$ cat config.mk
export PLATFORM = sky130hd
export DESIGN_NAME = eth_tx_stats_gen_flat
export DESIGN_NICKNAME = d
export VERILOG_FILES = /design/src/rtl/eth_tx_stats_gen_if.sv /design/src/rtl/eth_tx_stats_gen.sv /design/src/flat_wrapper.sv
export SDC_FILE = /design/constraint.sdc
export NUM_CORES = 1
export LEC_CHECK = 0
export BUFFER_PORTS_ARGS = -buffer_cell sky130_fd_sc_hd__buf_2
export CORE_ASPECT_RATIO = 1.25
export CORE_MARGIN = 2
export CORE_UTILIZATION = 28
export CTS_CLUSTER_SIZE = 20
export DETAILED_ROUTE_END_ITERATION = 7
export HOLD_SLACK_MARGIN = 0.12
export PLACE_DENSITY = 0.48
export SLEW_MARGIN = 20
export SYNTH_ARGS = -nofsm -noshare
export SYNTH_HDL_FRONTEND = slang
export SYNTH_SLANG_ARGS = --single-unit
$ cat constraint.sdc
create_clock -name clk -period 6.8 [get_ports clk]
set_input_delay 1.36 -clock clk [delete_from_list [all_inputs] [get_ports clk]]
set_output_delay 1.36 -clock clk [all_outputs]
set_load 0.01 [all_outputs]
$ cat src/rtl/eth_tx_stats_gen_if.sv
// Byte-wide AXI-Stream bundle for the MAC transmit path.
// The monitor modport observes every signal, including tready, and drives nothing.
interface eth_tx_stats_gen_if;
   logic [7:0] tdata;
   logic       tvalid;
   logic       tready;
   logic       tlast;
   logic       tuser;

   modport master  (output tdata, tvalid, tlast, tuser, input tready);
   modport slave   (input tdata, tvalid, tlast, tuser, output tready);
   modport monitor (input tdata, tvalid, tready, tlast, tuser);
endinterface

$ cat src/rtl/eth_tx_stats_gen.sv
// Passive per-frame statistics generator for a MAC transmit byte stream.
// Emits one 32-bit statistics word, with a one-cycle strobe, for every frame.
//
// state  | meaning
// IDLE   | between frames, waiting for byte 0
// HDR    | capturing header bytes 1..15 (DA, EtherType, opcode)
// BODY   | past the header, only counting bytes
module eth_tx_stats_gen #(
   parameter int unsigned fcs_bytes = 4,
   parameter logic [15:0] vlan_tpid = 16'h8100
) (
   input  logic                        clk,
   input  logic                        rst,
   eth_tx_stats_gen_if.monitor         s_axis,
   output logic [31:0]                 tx_stats_vector,
   output logic                        tx_stats_valid
);

   localparam logic [1:0]  S_IDLE  = 2'd0;
   localparam logic [1:0]  S_HDR   = 2'd1;
   localparam logic [1:0]  S_BODY  = 2'd2;
   localparam logic [13:0] CNT_MAX = 14'h3FFF;

   logic [1:0]  state;
   logic [13:0] count;
   logic        da_not_ff;
   logic        da_mcast;
   logic [15:0] ethertype;
   logic [15:0] opcode;
   logic        user_seen;

   logic        beat;
   logic [13:0] count_nxt;
   logic        da_not_ff_nxt;
   logic        da_mcast_nxt;
   logic [15:0] ethertype_nxt;
   logic [15:0] opcode_nxt;
   logic        user_nxt;
   logic [14:0] len_sum;
   logic [13:0] len;
   logic        f_good, f_bcast, f_mcast, f_ctrl, f_vlan, f_pause, f_runt;
   logic [31:0] vector_nxt;

   // Header fields and flags as they would stand after the current byte,
   // so a tlast beat reports a frame that includes its own last byte.
   always_comb begin
      beat          = s_axis.tvalid & s_axis.tready;
      count_nxt     = (count == CNT_MAX) ? count : count + 14'd1;
      da_not_ff_nxt = da_not_ff;
      da_mcast_nxt  = da_mcast;
      ethertype_nxt = ethertype;
      opcode_nxt    = opcode;
      user_nxt      = user_seen | s_axis.tuser;

      if (state != S_BODY) begin
         case (count)
            14'd0: begin
               da_not_ff_nxt = da_not_ff | (s_axis.tdata != 8'hFF);
               da_mcast_nxt  = s_axis.tdata[0];
            end
            14'd1, 14'd2, 14'd3, 14'd4, 14'd5:
               da_not_ff_nxt = da_not_ff | (s_axis.tdata != 8'hFF);
            14'd12: ethertype_nxt = {s_axis.tdata, ethertype[7:0]};
            14'd13: ethertype_nxt = {ethertype[15:8], s_axis.tdata};
            14'd14: opcode_nxt    = {s_axis.tdata, opcode[7:0]};
            14'd15: opcode_nxt    = {opcode[15:8], s_axis.tdata};
            default: ;
         endcase
      end

      len_sum = {1'b0, count_nxt} + 15'(fcs_bytes);
      len     = (len_sum > {1'b0, CNT_MAX}) ? CNT_MAX : len_sum[13:0];

      f_good  = ~user_nxt & (count_nxt >= 14'd14);
      f_bcast = (count_nxt >= 14'd6) & ~da_not_ff_nxt;
      f_mcast = (count_nxt >= 14'd6) & da_mcast_nxt & ~f_bcast;
      f_ctrl  = (count_nxt >= 14'd14) & (ethertype_nxt == 16'h8808);
      f_vlan  = (count_nxt >= 14'd14) & (ethertype_nxt == vlan_tpid);
      f_pause = f_ctrl & (count_nxt >= 14'd16) & (opcode_nxt == 16'h0001);
      f_runt  = (count_nxt < 14'd14);

      vector_nxt = {6'd0, f_runt, f_pause, 4'd1, f_vlan, len,
                    f_ctrl, user_nxt, f_mcast, f_bcast, f_good};
   end

   // Frame tracking, parser FSM and the registered statistics output.
   always_ff @(posedge clk) begin
      if (rst) begin
         state           <= S_IDLE;
         count           <= '0;
         da_not_ff       <= 1'b0;
         da_mcast        <= 1'b0;
         ethertype       <= '0;
         opcode          <= '0;
         user_seen       <= 1'b0;
         tx_stats_vector <= '0;
         tx_stats_valid  <= 1'b0;
      end else begin
         tx_stats_valid <= 1'b0;
         if (beat) begin
            if (s_axis.tlast) begin
               tx_stats_vector <= vector_nxt;
               tx_stats_valid  <= 1'b1;
               state           <= S_IDLE;
               count           <= '0;
               da_not_ff       <= 1'b0;
               da_mcast        <= 1'b0;
               ethertype       <= '0;
               opcode          <= '0;
               user_seen       <= 1'b0;
            end else begin
               count     <= count_nxt;
               da_not_ff <= da_not_ff_nxt;
               da_mcast  <= da_mcast_nxt;
               ethertype <= ethertype_nxt;
               opcode    <= opcode_nxt;
               user_seen <= user_nxt;
               case (state)
                  S_IDLE:  state <= S_HDR;
                  S_HDR:   state <= (count == 14'd15) ? S_BODY : S_HDR;
                  default: state <= S_BODY;
               endcase
            end
         end
      end
   end

endmodule

$ cat src/flat_wrapper.sv
// flat-port wrapper written by rule: the top's interface ports become plain ports
module eth_tx_stats_gen_flat 
#(
   parameter int unsigned fcs_bytes = 4,
   parameter logic [15:0] vlan_tpid = 16'h8100
)
  (clk, rst, tx_stats_vector, tx_stats_valid, s_axis_tdata, s_axis_tvalid, s_axis_tready, s_axis_tlast, s_axis_tuser);
  eth_tx_stats_gen_if s_axis_i ();
  input  logic clk;
  input  logic rst;
  output logic [31:0] tx_stats_vector;
  output logic tx_stats_valid;
  input wire logic [$bits(s_axis_i.tdata)-1:0] s_axis_tdata;
  input wire logic [$bits(s_axis_i.tvalid)-1:0] s_axis_tvalid;
  input wire logic [$bits(s_axis_i.tready)-1:0] s_axis_tready;
  input wire logic [$bits(s_axis_i.tlast)-1:0] s_axis_tlast;
  input wire logic [$bits(s_axis_i.tuser)-1:0] s_axis_tuser;
  assign s_axis_i.tdata = s_axis_tdata;
  assign s_axis_i.tvalid = s_axis_tvalid;
  assign s_axis_i.tready = s_axis_tready;
  assign s_axis_i.tlast = s_axis_tlast;
  assign s_axis_i.tuser = s_axis_tuser;
  eth_tx_stats_gen #(.fcs_bytes(fcs_bytes), .vlan_tpid(vlan_tpid)) u_core (.clk(clk), .rst(rst), .s_axis(s_axis_i), .tx_stats_vector(tx_stats_vector), .tx_stats_valid(tx_stats_valid));
endmodule
==> run_results.csv, run 1 <==
group,metric,value,unit
timing,grt_setup_unrepaired,"no",
timing,timing.hold.ws,444,ps
placement,dp_slack,3060,ps
synth,ys_seq_area_share,35.9,%
cts,numClockSinks,75,
synth,synthesis.area,4180,µm²
routing,drtPass1Iterations,4,
worst_setup_path,reg2reg_slack,3070,ps
cts,cts_root_buffer,"clkbuf_16",
synth,synth_most_common_cell,"nor2_1",
floorplanning,coreArea,14500,µm²
layout,nets,524,
layout,final_core_util,33.0,%
min_path,hp-class,"reg -> reg",
cts,cts_hold_buf,0,
timing,drv_slew,0,
layout,area_growth,14.1,%
worst_setup_path,cp.arrival,3980,ps
worst_setup_path,startpoint,"u_core.count[0]$_SDFFE_PP0P_",
floorplanning,dieHeight,141,µm
synth,yosysTopAreaCell,"dfxtp_1",
timing,tightest_slew,1040,ps
power_and_ir_drop,ir_drop,121,µV
synth,ys_top_cells_by_count,"nor2_1, dfxtp_1, nand2_1",
floorplanning,io_pins,47,
routing,routed_via_density,5.58,
synth,synthCells,485,
synth,synth-main-ff-cell,"dfxtp_1",
timing,slew_headroom,30.4,%
timing,hold_viol,0,
power_and_ir_drop,p_leak,1.74,nW
routing,drc,0,
global_route,grt_usage,16.4,%
timing,setup_viol,0,
worst_setup_path,crit_type,"reg -> reg",
layout,drive_gt1_share,18.1,%
worst_setup_path,cp-endpoint,"u_core.tx_stats_vector[6]$_SDFFE_PP0P_",
cts,ctsLongestPathBuffers,2,
cts,htree_levels,3,
worst_setup_path,rr_endpoint,"u_core.tx_stats_vector[6]$_SDFFE_PP0P_",
worst_setup_path,ff2ff_path_depth,11,
floorplanning,chipWidth,113,µm
cts,insertion_delay,330,ps
cts,numCtsBuffers,9,
synth,avgSynthCellArea,8.62,µm²
routing,drtAntennaViolNets,0,
cts,post_cts_resize_count,0,
timing,setup_tns,0,ps
synth,async_reset_ff_share,0,%
global_route,grt_first_pass_wirelength,20400,µm
synth,yosys_warnings,0,
synth,synth_top_area_share,35.9,%
floorplanning,die_area,15900,µm²
synth,synth_area_leaders,"dfxtp_1, nor2_1, a32oi_1",
synth,synth_cell_types,70,
worst_setup_path,path_max_fanout,10,
worst_setup_path,cp-end-kind,"flop",
routing,drtIter0Drc,128,
global_route,overflow,0,
global_route,grt_pass1_vias,3813,
floorplanning,placementRows,49,
worst_setup_path,worstPathRequired,7050,ps
routing,num_vias,3826,
timing,fin_worst_skew,4.38,ps
placement,gp_congestion,0.877,
routing,totalWireLength,12900,µm
worst_setup_path,r2r-start,"u_core.count[0]$_SDFFE_PP0P_",
synth,ys_seq_elements,75,
global_route,grt_max_degree,68,
timing,period_minus_slack,3730,ps
routing,wl_per_cell,18.8,µm
placement,hpwl,9270,µm
timing,fmax,268,MHz
cts,clkTransAtPathRegs,60,ps
cts,cts_tree,"yes",
worst_setup_path,cp-start-kind,"flop",
placement,io_buffers,37,
layout,diodes,0,
global_route,antenna_found_initial,0,
floorplanning,start_util,28.9,%
timing,setup_slack,3070,ps
synth,synth_edf_count,0,
power_and_ir_drop,power.density,223,nW/µm²
min_path,hold_depth,2,
layout,fill_cells,1533,
flow_run,maxCapViolCount,0,
run_status,outcome,"completed",
timing,min_period_over_period,54.8,%
cts,cts_setup_buffers,0,
-- metal layers --
metal | track usage [%] | up-vias | wire length [µm]
li1 | - | 1844 | -
met1 | 18.6 | 1852 | 5210
met2 | 28.6 | 103 | 6650
met3 | 3.05 | 27 | 527
met4 | 9.69 | 0 | 498
met5 | 0 | - | 0
-- flip-flops by register name, summed over array words and instances (netlist names) --
register	count
u_core.state	2
u_core.tx_stats_vector	23
u_core.opcode	16
u_core.count	14
u_core.da_mcast	1
u_core.da_not_ff	1
u_core.tx_stats_valid	1
u_core.user_seen	1
u_core.ethertype	16
-- cell type report --
class | instances | area, µm² | area share [%]
multi-input combinational | 366 | 2450 | 51.4
sequential | 75 | 1500 | 31.5
clock buffer | 11 | 243 | 5.09
inverter | 12 | 45.0 | 0.944
timing repair buffer | 40 | 208 | 4.35
clock inverter | 4 | 98.8 | 2.07
tap | 178 | 223 | 4.67
-- metrics by stage --
stage,total power (W),cell area [µm²],instances
final,0.00106,4770,686
after global routing,0.00110,4770,686
after CTS,0.00108,4770,686
after detailed placement,0.000523,4430,671
after global placement,0.000522,4430,671
after floorplan,0.000501,4210,493
-- cell usage in the layout, fill, tap and decap left out, drive strengths merged, types with 2 or more instances in the layout --
| master | count |
|---|---|
| nand4 | 11 |
| conb | 9 |
| buf | 40 |
| a2bb2oi | 2 |
| or3 | 2 |
| a31o | 2 |
| a32oi | 21 |
| nand2b | 5 |
| o21ai | 17 |
| a211oi | 13 |
| nand3 | 14 |
| inv | 12 |
| o41ai | 4 |
| nor2 | 81 |
| and3 | 7 |
| a21oi | 24 |
| dfxtp | 75 |
| ha | 6 |
| o31ai | 7 |
| nor3 | 15 |
| and2 | 3 |
| a211o | 2 |
| or4 | 6 |
| nor4 | 17 |
| nand2 | 27 |
| o211a | 3 |
| clkbuf | 11 |
| mux2i | 7 |
| o2111ai | 2 |
| a21boi | 2 |
| mux2 | 2 |
| a31oi | 5 |
| xnor2 | 12 |
| bufinv | 3 |
| and4 | 6 |
| a22oi | 18 |
-- worst max-delay path, stage by stage (launching register included) --
cell,delay (ps)
dfxtp_1,510
ha_1,340
nand3_2,240
nor2_4,240
nand3_1,160
a21oi_1,400
ha_1,350
o211a_1,230
nand4_1,160
a2111oi_4,540
a21oi_4,220
a211oi_2,250
-- logic make-up after synthesis --
family | after synthesis | share of synthesized area, %
fa+ha+maj | 6 | 1.80
mux | 9 | 2.30
compound gates | 131 | 25.3
other cells | 1 | 0.0897
simple gates | 198 | 25.7
xor+xnor | 13 | 2.72
buf+inv | 52 | 6.14
flops | 75 | 35.9
-- where the power goes --
part | internal, W | switching, W | leakage (nW)
combinational | 0.0000175 | 0.0000453 | 0.968
sequential | 0.000446 | 0.00000433 | 0.606
clock | 0.000367 | 0.000182 | 0.166
total | 0.000831 | 0.000231 | 1.74
-- worst min-delay path by stage --
stage | startpoint | endpoint | slack, ps
6_report | u_core.tx_stats_vector[19]$_SDFFE_PP0P_ | u_core.tx_stats_vector[19]$_SDFFE_PP0P_ | 440
5_1_grt | u_core.tx_stats_vector[19]$_SDFFE_PP0P_ | u_core.tx_stats_vector[19]$_SDFFE_PP0P_ | 490
4_1_cts | u_core.tx_stats_vector[19]$_SDFFE_PP0P_ | u_core.tx_stats_vector[19]$_SDFFE_PP0P_ | 450
3_5_place_dp | u_core.tx_stats_vector[19]$_SDFFE_PP0P_ | u_core.tx_stats_vector[19]$_SDFFE_PP0P_ | 440
3_3_place_gp | u_core.tx_stats_vector[2]$_SDFFE_PP0P_ | u_core.tx_stats_vector[2]$_SDFFE_PP0P_ | 440
2_1_floorplan | u_core.ethertype[9]$_SDFFE_PP0P_ | u_core.ethertype[9]$_SDFFE_PP0P_ | 430
Note: power is estimated with default switching activity, not from simulation.
==> inputs of run 2 (changes only) <==
==> constraint.sdc (replaced) <==
create_clock -name clk -period 3.55 [get_ports clk]
set_input_delay 0.71 -clock clk [delete_from_list [all_inputs] [get_ports clk]]
set_output_delay 0.71 -clock clk [all_outputs]
set_load 0.01 [all_outputs]
==> run_results.csv, run 2 (same netlist as run 1, synthesis figures left out) <==
group,metric,value,unit
global_route,grt_max_degree,67,
layout,final_cell_mix,"nor2_1, dfxtp_1, buf_2",
power_and_ir_drop,power_switching,0.000460,W
timing,timing.hold.ws,451,ps
layout,largest_reg_flops,23,
routing,drc,0,
timing,slew_headroom,46.7,%
layout,layout.area.seq,1500,µm²
layout,top_regs,"u_core.tx_stats_vector (23), u_core.ethertype (16), u_core.opcode (16)",
power_and_ir_drop,p_leak,1.78,nW
global_route,grt_first_pass_wirelength,20900,µm
cts,cts_hold_buf,0,
timing,tightest_slew,792,ps
flow_run,maxCapViolCount,0,
floorplanning,dieHeight,141,µm
power_and_ir_drop,p_comb_share,6.5,%
run_status,outcome,"completed",
cts,numClockSinks,75,
placement,io_buffers,37,
power_and_ir_drop,clkPwrFrac,48.0,%
cts,cts_root_buffer,"clkbuf_16",
routing,totalWireLength,13200,µm
global_route,grt_usage,16.8,%
cts,post_cts_resize_count,0,
layout,area_growth,15.2,%
floorplanning,start_util,28.9,%
global_route,grt_pass1_vias,3706,
power_and_ir_drop,seqPwrFrac,45.5,%
timing,grt_setup_unrepaired,"no",
routing,num_vias,3835,
layout,diodes,0,
power_and_ir_drop,power.density,393,nW/µm²
timing,setup_viol,0,
global_route,antenna_found_initial,0,
layout,drive_gt1_share,19.9,%
timing,setup_tns,0,ps
worst_setup_path,worstPathRequired,3730,ps
timing,min_period_over_period,91.8,%
placement,hpwl,9470,µm
cts,clkTransAtPathRegs,60,ps
cts,cts_tree,"yes",
min_path,hp-class,"reg -> reg",
power_and_ir_drop,p_int,0.00143,W
layout,multi_input_area,2450,µm²
routing,routed_via_density,5.48,
timing,hold_viol,0,
floorplanning,chipWidth,113,µm
layout,fill_cells,1546,
placement,gp_congestion,0.874,
floorplanning,io_pins,47,
power_and_ir_drop,ir_drop,225,µV
cts,insertion_delay,330,ps
timing,drv_slew,0,
routing,drtIter0Drc,207,
worst_setup_path,path_max_fanout,10,
timing,fin_worst_skew,7.73,ps
floorplanning,placementRows,49,
power_and_ir_drop,swShare,24.3,%
cts,htree_levels,3,
routing,drtAntennaViolNets,0,
timing,fmax,307,MHz
worst_setup_path,cp-start-kind,"flop",
worst_setup_path,crit_type,"reg -> reg",
timing,period_minus_slack,3260,ps
layout,top_register,"u_core.tx_stats_vector",
cts,numCtsBuffers,9,
floorplanning,coreArea,14500,µm²
routing,wl_per_cell,18.9,µm
layout,nets,537,
floorplanning,die_area,15900,µm²
layout,final_common_cell,"nor2_1",
worst_setup_path,cp.arrival,3440,ps
cts,ctsLongestPathBuffers,2,
global_route,overflow,0,
worst_setup_path,cp-end-kind,"flop",
routing,drtPass1Iterations,5,
## run 2: worst max-delay path, cell delays in order, from the launching register on
cell and delay (ps):
dfxtp_1 500, ha_1 340, nand3_2 230, nor2_4 230, nand3_1 170, a21oi_1 220
ha_1 280, o211a_1 230, nand4_1 150, a2111oi_4 240, buf_4 210, mux2i_1 220
a211oi_2 90
## run 2: path summary, 6_finish.rpt
| kind | endpoint | depth (start not counted) | from | slack (ps) |
|---|---|---|---|---|
| worst max-delay path | u_core.tx_stats_vector[17]$_SDFFE_PP0P_ | 12 | u_core.count[0]$_SDFFE_PP0P_ | 290 |
| worst min-delay path | u_core.tx_stats_vector[4]$_SDFFE_PP0P_ | 2 | u_core.tx_stats_vector[4]$_SDFFE_PP0P_ | 450 |
| worst min register to register | u_core.tx_stats_vector[4]$_SDFFE_PP0P_ | 2 | u_core.tx_stats_vector[4]$_SDFFE_PP0P_ | 450 |
| worst max register to register | u_core.tx_stats_vector[17]$_SDFFE_PP0P_ | 12 | u_core.count[0]$_SDFFE_PP0P_ | 290 |
## run 2: layout make-up
type / count / area share (%)
flip-flops and latches: 75 / 31.2
multi-input cells: 366 / 50.9
inverters: 12 / 0.936
clock buffers: 12 / 4.91
well taps: 178 / 4.63
clock inverters: 4 / 1.07
repair buffers: 53 / 6.34
## run 2: power by group through the flow
stage | Clock [W] | Sequential (W) | Combinational (W)
5_1_grt | 0.000977 | 0.000863 | 0.000134
4_1_cts | 0.000938 | 0.000861 | 0.000124
3_3_place_gp | 0 | 0.000880 | 0.000123
3_5_place_dp | 0 | 0.000880 | 0.000123
6_report | 0.000910 | 0.000861 | 0.000123
2_1_floorplan | 0 | 0.000883 | 0.0000774
## run 2: stage by stage
stage	worst slack (ps)	instances	utilization (%)	area [µm²]	power [W]
after floorplan	489	493	-	4210	0.000960
after global placement	309	683	31.2	4520	0.00100
after detailed placement	150	683	31.2	4520	0.00100
after CTS	130	699	33.2	4810	0.00192
after global routing	24.8	700	33.3	4810	0.00197
final	290	700	33.3	4810	0.00189
## run 2: routing by layer
layer | up-vias | track usage [%] | wire (µm)
met5 | - | 0 | 0
met4 | 0 | 5.46 | 193
met3 | 12 | 2.45 | 340
met2 | 76 | 30.4 | 7220
met1 | 1883 | 20.1 | 5490
li1 | 1864 | - | -
## run 2: repair_timing
action,CTS,global route
endpoints found under the hold margin,0,0
buffers inserted,0,1
setup endpoints to repair,0,12
==> inputs of run 3 (changes only) <==
==> constraint.sdc (replaced) <==
create_clock -name clk -period 3.7 [get_ports clk]
set_input_delay 0.74 -clock clk [delete_from_list [all_inputs] [get_ports clk]]
set_output_delay 0.74 -clock clk [all_outputs]
set_load 0.01 [all_outputs]
==> run_results.csv, run 3 (same netlist as run 1, synthesis figures left out) <==
group,metric,value,unit
run_status,outcome,"completed",
worst_setup_path,r2r-start,"u_core.count[0]$_SDFFE_PP0P_",
routing,num_vias,3828,
layout,top_regs,"u_core.tx_stats_vector (23), u_core.ethertype (16), u_core.opcode (16)",
global_route,grt_max_degree,67,
layout,final_area,4790,µm²
power_and_ir_drop,clkPwrFrac,48.0,%
layout,largest_reg_flops,23,
power_and_ir_drop,power.density,379,nW/µm²
worst_setup_path,reg2reg_slack,390,ps
worst_setup_path,startpoint,"u_core.count[0]$_SDFFE_PP0P_",
timing,period_minus_slack,3310,ps
routing,wl_met2,6840,µm
global_route,grt_first_pass_wirelength,20500,µm
timing,fmax,302,MHz
routing,drtPass1Iterations,4,
worst_setup_path,cp-start-kind,"flop",
power_and_ir_drop,ir_drop,230,µV
timing,grt_setup_unrepaired,"no",
cts,cts_setup_buffers,0,
min_path,whs_endpoint,"u_core.tx_stats_vector[0]$_SDFFE_PP0P_",
global_route,antenna_found_initial,0,
worst_setup_path,cpMaxStageDelayCell,"dfxtp_1",
worst_setup_path,cp-end-kind,"flop",
worst_setup_path,rr_endpoint,"u_core.tx_stats_vector[6]$_SDFFE_PP0P_",
layout,drive_gt1_share,19.7,%
routing,totalWireLength,13000,µm
cts,ctsLongestPathBuffers,2,
floorplanning,io_pins,47,
power_and_ir_drop,swShare,25.5,%
worst_setup_path,critPathMaxStageDelay,510,ps
layout,diodes,0,
worst_setup_path,cp.arrival,3560,ps
timing,hold_viol,0,
worst_setup_path,crit_top_cell,"ha_1",
min_path,hold_depth,2,
layout,nets,532,
power_and_ir_drop,p_leak,1.76,nW
layout,final_cell_mix,"nor2_1, dfxtp_1, buf_2",
floorplanning,start_util,28.9,%
worst_setup_path,path_cells,"ha_1 > nand3_2 > nor2_4 > nand3_1 > a21oi_1 > ha_1 > o211a_1 > nand4_1 > a2111oi_4 > a21oi_4 > a211oi_2",
cts,htree_levels,3,
cts,cts_root_buffer,"clkbuf_16",
global_route,grt_pass1_vias,3741,
cts,clkTransAtPathRegs,60,ps
power_and_ir_drop,seqPwrFrac,45.5,%
timing,fin_worst_skew,5.84,ps
worst_setup_path,cpLargestDelayFamily,"compound AO/OA/AOI/OAI gates",
routing,wl_met1,5290,µm
global_route,grt_usage,16.5,%
floorplanning,die_area,15900,µm²
worst_setup_path,ff2ff_path_depth,11,
cts,cts_hold_buf,0,
routing,top_layer_used,"met4",
flow_run,maxCapViolCount,0,
timing,drv_slew,0,
placement,hpwl,9360,µm
routing,routed_via_density,5.51,
routing,drtIter0Drc,164,
placement,io_buffers,37,
min_path,hp-class,"reg -> reg",
cts,insertion_delay,340,ps
floorplanning,placementRows,49,
power_and_ir_drop,p_int,0.00135,W
timing,min_period_over_period,89.4,%
cts,post_cts_resize_count,0,
timing,slew_headroom,46.8,%
worst_setup_path,worstPathRequired,3960,ps
worst_setup_path,cp_num_buf_inv,0,
routing,wl_per_cell,18.7,µm
worst_setup_path,path_max_fanout,10,
worst_setup_path,crit_type,"reg -> reg",
layout,final_common_cell,"nor2_1",
floorplanning,coreArea,14500,µm²
routing,met3_length,484,µm
floorplanning,dieHeight,141,µm
layout,top_register,"u_core.tx_stats_vector",
global_route,overflow,0,
layout,area_growth,14.5,%
power_and_ir_drop,power_switching,0.000463,W
routing,drtAntennaViolNets,0,
placement,place_area,4490,µm²
cts,cts_tree,"yes",
timing,timing.hold.ws,447,ps
timing,tightest_slew,791,ps
power_and_ir_drop,p_comb_share,6.5,%
cts,numCtsBuffers,9,
timing,setup_viol,0,
min_path,min_from,"u_core.tx_stats_vector[0]$_SDFFE_PP0P_",
cts,numClockSinks,75,
placement,gp_congestion,0.883,
timing,setup_tns,0,ps
routing,drc,0,
floorplanning,chipWidth,113,µm
run 3: cell types whose count changed in the layout (fill, tap and decap cells not counted):
cell       before  now
bufinv_16       1    0
buf_4          16   11
clkbuf_1        3    0
inv_6           0    1
clkinv_2        1    0
clkbuf_8        0    2
inv_8           0    1
clkinv_4        1    2
run 3: metal layers:
layer	global-route usage (%)	up-vias
met3	2.92	31
met5	0	-
met4	7.19	0
met1	19.0	1837
li1	-	1855
met2	29.6	105
run 3: cell type report:
class | count | area (µm²)
Multi-Input combinational cell | 366 | 2450
Inverter | 12 | 45.0
Sequential cell | 75 | 1500
Tap cell | 178 | 223
Clock inverter | 5 | 45.0
Timing Repair Buffer | 48 | 268
Fill cell | 1565 | 9680
Clock buffer | 11 | 253
run 3: worst max path at each step:
| stage | endpoint | slack (ps) | cells past startpoint |
|---|---|---|---|
| 4_1_cts | u_core.tx_stats_vector[6]$_SDFFE_PP0P_ | 270 | 11 |
| 2_1_floorplan | u_core.tx_stats_vector[6]$_SDFFE_PP0P_ | 640 | 11 |
| 3_5_place_dp | u_core.tx_stats_vector[6]$_SDFFE_PP0P_ | 270 | 11 |
| 3_3_place_gp | u_core.tx_stats_vector[7]$_SDFFE_PP0P_ | 470 | 11 |
| 6_report | u_core.tx_stats_vector[6]$_SDFFE_PP0P_ | 390 | 11 |
| 5_1_grt | u_core.tx_stats_vector[6]$_SDFFE_PP0P_ | 70 | 11 |
run 3: through the flow:
step                      power, W  cells  setup WS [ps]  utilization (%)
after floorplan           0.000921    493            639                -
after global placement    0.000963    679            470             31.0
after detailed placement  0.000963    679            268             31.0
after CTS                  0.00184    695            266             33.1
after global routing       0.00189    695           73.3             33.1
final                      0.00182    695            394             33.1
run 3: power by group through the flow:
| stage | clock, W | sequential (W) | combinational [W] |
|---|---|---|---|
| after floorplan | 0 | 0.000847 | 0.0000742 |
| after global placement | 0 | 0.000844 | 0.000119 |
| final | 0.000872 | 0.000826 | 0.000118 |
| after detailed placement | 0 | 0.000845 | 0.000118 |
| after CTS | 0.000896 | 0.000826 | 0.000119 |
| after global routing | 0.000938 | 0.000827 | 0.000130 |
run 3: worst reg2reg max path, delay by kind of cell, from the launching register on:
| kind | cells | cell delay [ps] |
|---|---|---|
| simple gates | 4 | 800 |
| compound gates | 5 | 1320 |
| flops | 1 | 510 |
| fa+ha+maj | 2 | 600 |
